===== config.mk =====
export PLATFORM = sky130hd
export DESIGN_NAME = hazard3_fetch_aligner
export DESIGN_NICKNAME = d
export VERILOG_FILES = /design/src/rtl/hazard3_fetch_aligner_pkg.sv /design/src/rtl/hazard3_fetch_aligner.sv
export SDC_FILE = /design/constraint.sdc
export NUM_CORES = 1
export LEC_CHECK = 0
export BUFFER_PORTS_ARGS = -buffer_cell sky130_fd_sc_hd__buf_2
export CAP_MARGIN = 20
export CORE_UTILIZATION = 58
export CTS_CLUSTER_DIAMETER = 150
export DETAILED_ROUTE_END_ITERATION = 7
export PLACE_DENSITY = 0.84
export SLEW_MARGIN = 20
export SYNTH_ARGS = -nofsm -noshare
export SYNTH_HDL_FRONTEND = slang
export SYNTH_SLANG_ARGS = --single-unit

===== constraint.sdc =====
create_clock -name clk -period 5.3 [get_ports clk]
set_input_delay 0.53 -clock clk [delete_from_list [all_inputs] [get_ports clk]]
set_output_delay 0.53 -clock clk [all_outputs]
set_load 0.01 [all_outputs]

===== src/rtl/hazard3_fetch_aligner_pkg.sv =====
// Shared types and constants for the halfword fetch aligner.
package hazard3_fetch_aligner_pkg;

    localparam int BUF_DEPTH = 3;
    localparam int HW_W      = 16;

    typedef struct packed {
        logic            err;
        logic [HW_W-1:0] data;
    } hw_t;

    localparam hw_t HW_NONE = '0;

    // RISC-V length rule: low two bits 2'b11 mean a 32-bit encoding.
    function automatic logic is_32bit(input logic [HW_W-1:0] hw);
        return hw[1:0] == 2'b11;
    endfunction

endpackage


===== src/rtl/hazard3_fetch_aligner.sv =====
// Halfword instruction buffer (3 deep) between fetch queue and decompressor; fetch to instr_* in 1 cycle.
// Backpressure: fetch_rdy only while at most one halfword survives this cycle's dispatch.
module hazard3_fetch_aligner
    import hazard3_fetch_aligner_pkg::*;
#(
    parameter int          EXTENSION_C  = 1,
    parameter logic [31:0] RESET_VECTOR = 32'h0
) (
    input  logic        clk,
    input  logic        rst_n,
    input  logic        fetch_vld,
    output logic        fetch_rdy,
    input  logic [31:0] fetch_data,
    input  logic        fetch_err,
    input  logic        jump_now,
    input  logic [31:0] jump_target,
    output logic        instr_vld,
    output logic [31:0] instr_data,
    output logic        instr_err,
    output logic [31:0] instr_pc,
    input  logic        dispatch,
    input  logic        dispatch_32
);

    hw_t         buf_q [BUF_DEPTH];
    hw_t         buf_d [BUF_DEPTH];
    logic [1:0]  level_q, level_d;
    logic        skip_lo_q, skip_lo_d;
    logic [31:0] pc_q, pc_d;

    logic [1:0]  consumed_hw;
    logic [1:0]  remain;
    logic        accept;
    hw_t         lo_hw, hi_hw;
    hw_t         win_lo, win_hi;
    logic        lo_is_32;
    logic        unused_jump_lsb;

    assign unused_jump_lsb = jump_target[0];

    always_comb begin
        consumed_hw = 2'd0;
        if (dispatch) begin
            consumed_hw = (EXTENSION_C == 0 || dispatch_32) ? 2'd2 : 2'd1;
        end
        // Over-consumption only happens on an errored lone halfword; clamp to empty.
        remain = (level_q > consumed_hw) ? (level_q - consumed_hw) : 2'd0;
    end

    assign fetch_rdy = (remain <= 2'd1);
    assign accept    = fetch_vld & fetch_rdy & ~jump_now;
    assign lo_hw     = '{err: fetch_err, data: fetch_data[15:0]};
    assign hi_hw     = '{err: fetch_err, data: fetch_data[31:16]};

    always_comb begin
        case (consumed_hw)
            2'd1:    buf_d = '{buf_q[1], buf_q[2], HW_NONE};
            2'd2:    buf_d = '{buf_q[2], HW_NONE, HW_NONE};
            default: buf_d = buf_q;
        endcase
        level_d   = remain;
        skip_lo_d = skip_lo_q;
        pc_d      = pc_q + {29'd0, consumed_hw, 1'b0};

        if (accept) begin
            if (skip_lo_q) begin
                if (remain == 2'd0) buf_d[0] = hi_hw;
                else                buf_d[1] = hi_hw;
                level_d   = remain + 2'd1;
                skip_lo_d = 1'b0;
            end else if (remain == 2'd0) begin
                buf_d[0] = lo_hw;
                buf_d[1] = hi_hw;
                level_d  = 2'd2;
            end else begin
                buf_d[1] = lo_hw;
                buf_d[2] = hi_hw;
                level_d  = 2'd3;
            end
        end

        if (jump_now) begin
            buf_d     = '{HW_NONE, HW_NONE, HW_NONE};
            level_d   = 2'd0;
            pc_d      = {jump_target[31:1], 1'b0};
            skip_lo_d = jump_target[1] & (EXTENSION_C != 0);
        end
    end

    always_ff @(posedge clk or negedge rst_n) begin
        if (!rst_n) begin
            for (int i = 0; i < BUF_DEPTH; i++) buf_q[i] <= HW_NONE;
            level_q   <= 2'd0;
            skip_lo_q <= 1'b0;
            pc_q      <= RESET_VECTOR;
        end else begin
            buf_q     <= buf_d;
            level_q   <= level_d;
            skip_lo_q <= skip_lo_d;
            pc_q      <= pc_d;
        end
    end

    // Halfwords above the fill level never reach the decompressor.
    assign win_lo   = (level_q >= 2'd1) ? buf_q[0] : HW_NONE;
    assign win_hi   = (level_q >= 2'd2) ? buf_q[1] : HW_NONE;
    assign lo_is_32 = is_32bit(win_lo.data);

    always_comb begin
        if (EXTENSION_C != 0) begin
            instr_vld = (level_q >= 2'd2) ||
                        (level_q == 2'd1 && (!lo_is_32 || win_lo.err));
        end else begin
            instr_vld = (level_q >= 2'd2);
        end
    end

    assign instr_data = {win_hi.data, win_lo.data};
    assign instr_err  = win_lo.err | (win_hi.err & lo_is_32);
    assign instr_pc   = pc_q;

    a_dispatch_needs_vld: assert property (
        @(posedge clk) disable iff (!rst_n) dispatch |-> instr_vld);

    a_dispatch_32_needs_two: assert property (
        @(posedge clk) disable iff (!rst_n)
        (dispatch && dispatch_32 && EXTENSION_C != 0) |-> (level_q >= 2'd2 || win_lo.err));

endmodule


==> out/qor.yml, run 1 <==
antennaDiodeCount: 0
powerDensity_nw_per_um2: 309
fp.dieH_um: 98.0
hold_buffers: 0
numCtsBuffers: 9
finalWorstSetupSlack_ns: 1.23
io_pins: 138
final_nets: 792
via_per_inst: 6.33
yosys_warnings: 0
cts.path.max_buffers: 2
clock-root-buffer: "clkbuf_8"
layout.cells.most_common_list: "buf_2, dfrtp_1, nand2_1, o21ai_0, nor2b_1"
r2r_start: "level_q[1]"
layout_min_cycle_time_ns: 4.07
first_pass_iters: 7
synth_edf_count: 0
grt_max_degree: 76
clock-sinks: 85
yosysTopAreaCell: "dfrtp_1"
fmax_mhz: 246
cts_tree: "done"
wl_met3_um: 1150
rsz0062_at_grt: "no"
peakVddDrop_mv: 0.181
final_common_cell: "buf_2"
crit_fanout: 21
synthDistinctLibCells: 46
ys_seq_area_share_pct: 39.8
tns_ns: 0
multi_input_area_um2: 3000
fin_skew_ns: 0.0107
wl_met2_um: 7110
netlist_top_cells_area: "dfrtp_1, nor2b_1, o21ai_0, a211oi_1, nand2_1"
endpoint_kind: "register"
dieWidth_um: 98.0
synth_seq_cells: 85
wl_met1_um: 6140
start_util_pct: 60.7
holdWs_ns: 0.166
grtUsageTotal_pct: 32.1
outcome: "finished, violations left"
hold_viol: 0
insertion_delay_ns: 0.35
hpwl_um: 9670
nFillCells: 701
antenna_found_initial: 0
rows: 34
cp-start-kind: "primary input"
overflow: 0
first_global_vias: 5030
leakage_nw: 2.81
worst-r2r-setup-slack_ns: 1.29
tightest_slew_ns: 1.17
ys.flop_type: "dfrtp_1"
routed.top_layer: "met4"
syn_inst: 606
dieArea_um2: 9600
area_growth_pct: 17.4
grt_pass1_wl_um: 24700
first_iter_violations: 367
critPathArrivalTime_ns: 4.35
crit_type: "primary input to register"
hold_class: "primary input to async pin"
regArea_um2: 2130
fin_crit_sh_pct: 76.8
r2r_end: "buf_q[12]"
async_flop_share_pct: 100
violations: "DRC"
slew_violations: 0
final_layout_size_suffix_gt1_share_pct: 25.8
remaining_drc_errors: 11
cts.reportedPaths.clkPinSlew_ns: 0.09
cp.required_ns: 5.58
wire_per_inst_um: 17.8
synth_top_area_share_pct: 39.8
cap_violations: 0
syn-mean-instance-area_um2: 8.82
antenna_left: 0
relSlewSlack_pct: 21.8
coreArea_um2: 8810
wl_um: 14700
vias: 5226
netlist_area_um2: 5340
postCtsSetupBuffers: 0
cts_resized: 0
place.gp.congestion: 0.862
synth_nets: 686
portBuffers: 135
h-tree-depth: 3
dp_slack_ns: 0.964
finalSetupViolCount: 0
reg2reg_depth: 7
-- cell usage after synthesis (all sizes together), types with 2 or more instances --
cell type	instances
dfrtp	85
nand2	65
o21ai	57
nor2b	53
clkbuf	39
nor2	36
a211oi	35
a21oi	20
mux2i	18
a22o	17
and2	17
mux2	17
a221oi	16
a31oi	14
xnor2	12
inv	11
buf	10
nand3	10
nand4	10
or4	9
o31ai	8
ha	7
or3	6
and3	5
nor4	5
nor3	4
and4	2
fa	2
nand4b	2
nor3b	2
o211ai	2
o311ai	2
-- flip-flops by register name, indices dropped and copies added, names as in the netlist --
signal     cells
buf_q         51
instr_pc      31
level_q        2
skip_lo_q      1
-- layer usage --
metal | vias to the layer above | track usage (%)
met5 | - | 0
met4 | 0 | 12.1
met3 | 31 | 5.58
met2 | 266 | 52.9
met1 | 2517 | 42.5
li1 | 2412 | -
-- stage by stage --
stage	cells	utilization, %	area, µm²	total power (W)
after floorplan	606	-	5340	0.00119
after global placement	809	68.7	6050	0.00139
after detailed placement	809	68.7	6050	0.00141
after CTS	825	71.2	6270	0.00194
after global routing	825	71.2	6270	0.00205
final	825	71.2	6270	0.00194
-- power by group --
| group | internal, W | total (W) | switching [W] |
|---|---|---|---|
| sequential | 0.000727 | 0.000822 | 0.0000958 |
| combinational | 0.000250 | 0.000592 | 0.000342 |
| clock | 0.000290 | 0.000523 | 0.000232 |
| total | 0.00127 | 0.00194 | 0.000670 |
-- critical path: stages --
cell     delay, ns
buf_2         0.35
nor2b_1       0.23
ha_1          0.17
inv_1         0.05
fa_1          0.44
nand2_1       0.21
or2_2         0.20
ha_1          0.29
o31a_1        0.81
and3_1        0.82
a22o_1        0.24
-- worst max path at each step --
stage,slack [ns],endpoint,cells after the start,startpoint
after floorplan,1.15,buf_q[24],13,dispatch
after global placement,1.04,buf_q[12],11,dispatch
after detailed placement,0.96,buf_q[12],11,dispatch
after CTS,1.29,buf_q[12],11,dispatch
after global routing,1.10,buf_q[10],11,dispatch
final,1.23,buf_q[12],11,dispatch
-- kinds of logic after synthesis --
family,synth area share [%]
simple gates,22.3
compound gates,21.7
flops,39.8
buf+inv,4.61
mux,6.95
xor+xnor,2.13
fa+ha+maj,2.39
other cells,0.0702
-- area by class of cell --
cell class | count | share of cell area [%]
Clock buffer | 12 | 2.47
Clock inverter | 4 | 1.12
Inverter | 11 | 0.658
Multi-Input combinational cell | 461 | 47.8
Sequential cell | 85 | 33.9
Tap cell | 108 | 2.15
Timing Repair Buffer | 144 | 11.9
No activity file was read; power rests on OpenSTA's default activity.
==> run 2: changes to the inputs <==
--- a/config.mk
+++ b/config.mk
@@ -5,12 +5,13 @@
 export SDC_FILE = /design/constraint.sdc
 export NUM_CORES = 1
 export LEC_CHECK = 0
+export ABC_AREA = 1
 export BUFFER_PORTS_ARGS = -buffer_cell sky130_fd_sc_hd__buf_2
 export CAP_MARGIN = 20
-export CORE_UTILIZATION = 58
+export CORE_UTILIZATION = 50
 export CTS_CLUSTER_DIAMETER = 150
 export DETAILED_ROUTE_END_ITERATION = 7
-export PLACE_DENSITY = 0.84
+export PLACE_DENSITY = 0.76
 export SLEW_MARGIN = 20
 export SYNTH_ARGS = -nofsm -noshare
 export SYNTH_HDL_FRONTEND = slang
==> constraint.sdc (replaced) <==
create_clock -name clk -period 3.6 [get_ports clk]
set_input_delay 0.36 -clock clk [delete_from_list [all_inputs] [get_ports clk]]
set_output_delay 0.36 -clock clk [all_outputs]
set_load 0.01 [all_outputs]
==> out/qor.yml, run 2 <==
outcome: "finished, violations left"
violations: "DRC"
antenna_left: 0
postCtsSetupBuffers: 0
holdWs_ns: 0.101
ys_seq_area_share_pct: 35.4
insertion_delay_ns: 0.34
synthDistinctLibCells: 43
dieWidth_um: 112
cts.path.max_buffers: 2
fmax_mhz: 314
finalSetupViolCount: 0
clock-root-buffer: "clkbuf_16"
grt_pass1_wl_um: 28300
syn-mean-instance-area_um2: 6.79
synth_seq_cells: 85
area_growth_pct: 16.6
wl_um: 17000
portBuffers: 135
powerDensity_nw_per_um2: 460
hold_viol: 0
clock-sinks: 85
io_pins: 138
cp.required_ns: 3.83
tns_ns: 0
synth_nets: 965
remaining_drc_errors: 11
synth_edf_count: 0
vias: 6131
fp.dieH_um: 112
leakage_nw: 3.69
synth_top_area_share_pct: 35.4
wire_per_inst_um: 14.8
syn_inst: 885
grtUsageTotal_pct: 28.6
numCtsBuffers: 9
antenna_found_initial: 0
cp-start-kind: "register"
antennaDiodeCount: 0
cts_resized: 0
fin_crit_sh_pct: 88.6
first_iter_violations: 470
hold_class: "primary input to async pin"
crit_fanout: 17
async_flop_share_pct: 100
cts_tree: "done"
relSlewSlack_pct: 42.3
grt_max_degree: 63
slew_violations: 0
netlist_area_um2: 6010
layout.cells.most_common_list: "nand2_1, buf_2, inv_1, dfrtp_1, nor2_1"
first_pass_iters: 8
rows: 39
ys.flop_type: "dfrtp_1"
tightest_slew_ns: 0.863
coreArea_um2: 11600
final_common_cell: "nand2_1"
place.gp.congestion: 0.883
layout_min_cycle_time_ns: 3.19
yosysMostFrequentCell: "nand2_1"
hpwl_um: 11500
endpoint_kind: "register"
post-route-cell-area_um2: 7010
dieArea_um2: 12500
overflow: 0
yosys_warnings: 0
fin_skew_ns: 0.00468
synthTopCellsByCount: "nand2_1, inv_1, dfrtp_1"
fin_util_pct: 60.6
final_nets: 1080
cts.reportedPaths.clkPinSlew_ns: 0.06
via_per_inst: 5.34
critPathArrivalTime_ns: 3.41
cap_violations: 0
largest_reg_flops: 51
rsz0062_at_grt: "no"
first_global_vias: 5793
hold_buffers: 0
placed_area_um2: 6680
peakVddDrop_mv: 0.263
yosysTopAreaCell: "dfrtp_1"
h-tree-depth: 3
p_total_w: 0.00322
start_util_pct: 51.9
final_layout_size_suffix_gt1_share_pct: 20.9
regMostFlops: "buf_q"
netlist_top_cells_area: "dfrtp_1, nand2_1, inv_1, o21ai_0, nor2_1"
crit_type: "register to register"
## run 2: cell count changes in the layout (fill, tap and decap cells not counted), sizes merged, moves of 27 or more
cell	change
a211oi	-35
inv	+120
nand2	+232
nor2	+50
o21ai	+42
o22ai	+27
nor2b	-53
## run 2: final timing paths
kind | startpoint | end | slack, ns | cells after the start
setup / recovery | level_q[0] | buf_q[31] | 0.41 | 10
hold / removal | rst_n | buf_q[37] | 0.10 | 1
setup reg to reg | level_q[0] | buf_q[31] | 0.41 | 10
hold reg to reg | buf_q[14] | buf_q[14] | 0.55 | 2
max in group asynchronous | rst_n | buf_q[19] | 2.65 | 2
min in group clk | jump_target[23] | instr_pc[23] | 0.22 | 3
## run 2: worst max-delay path: stages (launching register included)
cell and delay [ns]:
dfrtp_1 0.36, inv_1 0.08, ha_1 0.14, inv_1 0.04, fa_1 0.49, nand3_1 0.22
ha_1 0.54, buf_4 0.29, nand2_1 0.44, o21ai_0 0.39, o21ai_2 0.07
## run 2: power breakdown
group | leakage [nW] | internal, W | switching (W)
Combinational | 2.44 | 0.000344 | 0.000682
Sequential | 1.10 | 0.00107 | 0.000102
Clock | 0.158 | 0.000626 | 0.000401
## run 2: cell type report
| class | count | area, µm² |
|---|---|---|
| clock buffer | 10 | 239 |
| multi-input combinational | 626 | 3110 |
| sequential | 85 | 2130 |
| tap | 143 | 179 |
| clock inverter | 6 | 86.3 |
| inverter | 132 | 500 |
| timing repair buffer | 146 | 761 |
| fill | 1095 | 4560 |
## run 2: cell families after synthesis
family	Yosys count	synth area share (%)
simple gates	448	32.5
buf+inv	174	12.8
compound gates	162	16.2
flops	85	35.4
fa+ha+maj	9	2.12
xor+xnor	6	0.875
other cells	1	0.0624
## run 2: routing by layer
layer  part of all wire (%)  track usage [%]
met1                     44             38.0
met2                     46             47.1
met3                    7.3             4.03
met4                    2.2             11.6
met5                      0                0
## run 2: per-stage QoR
stage / cells / setup WS [ns]
floorplan: 885 / 0.867
global placement: 1132 / 0.379
detailed placement: 1132 / 0.311
CTS: 1148 / 0.479
global route: 1148 / 0.253
finish: 1148 / 0.411
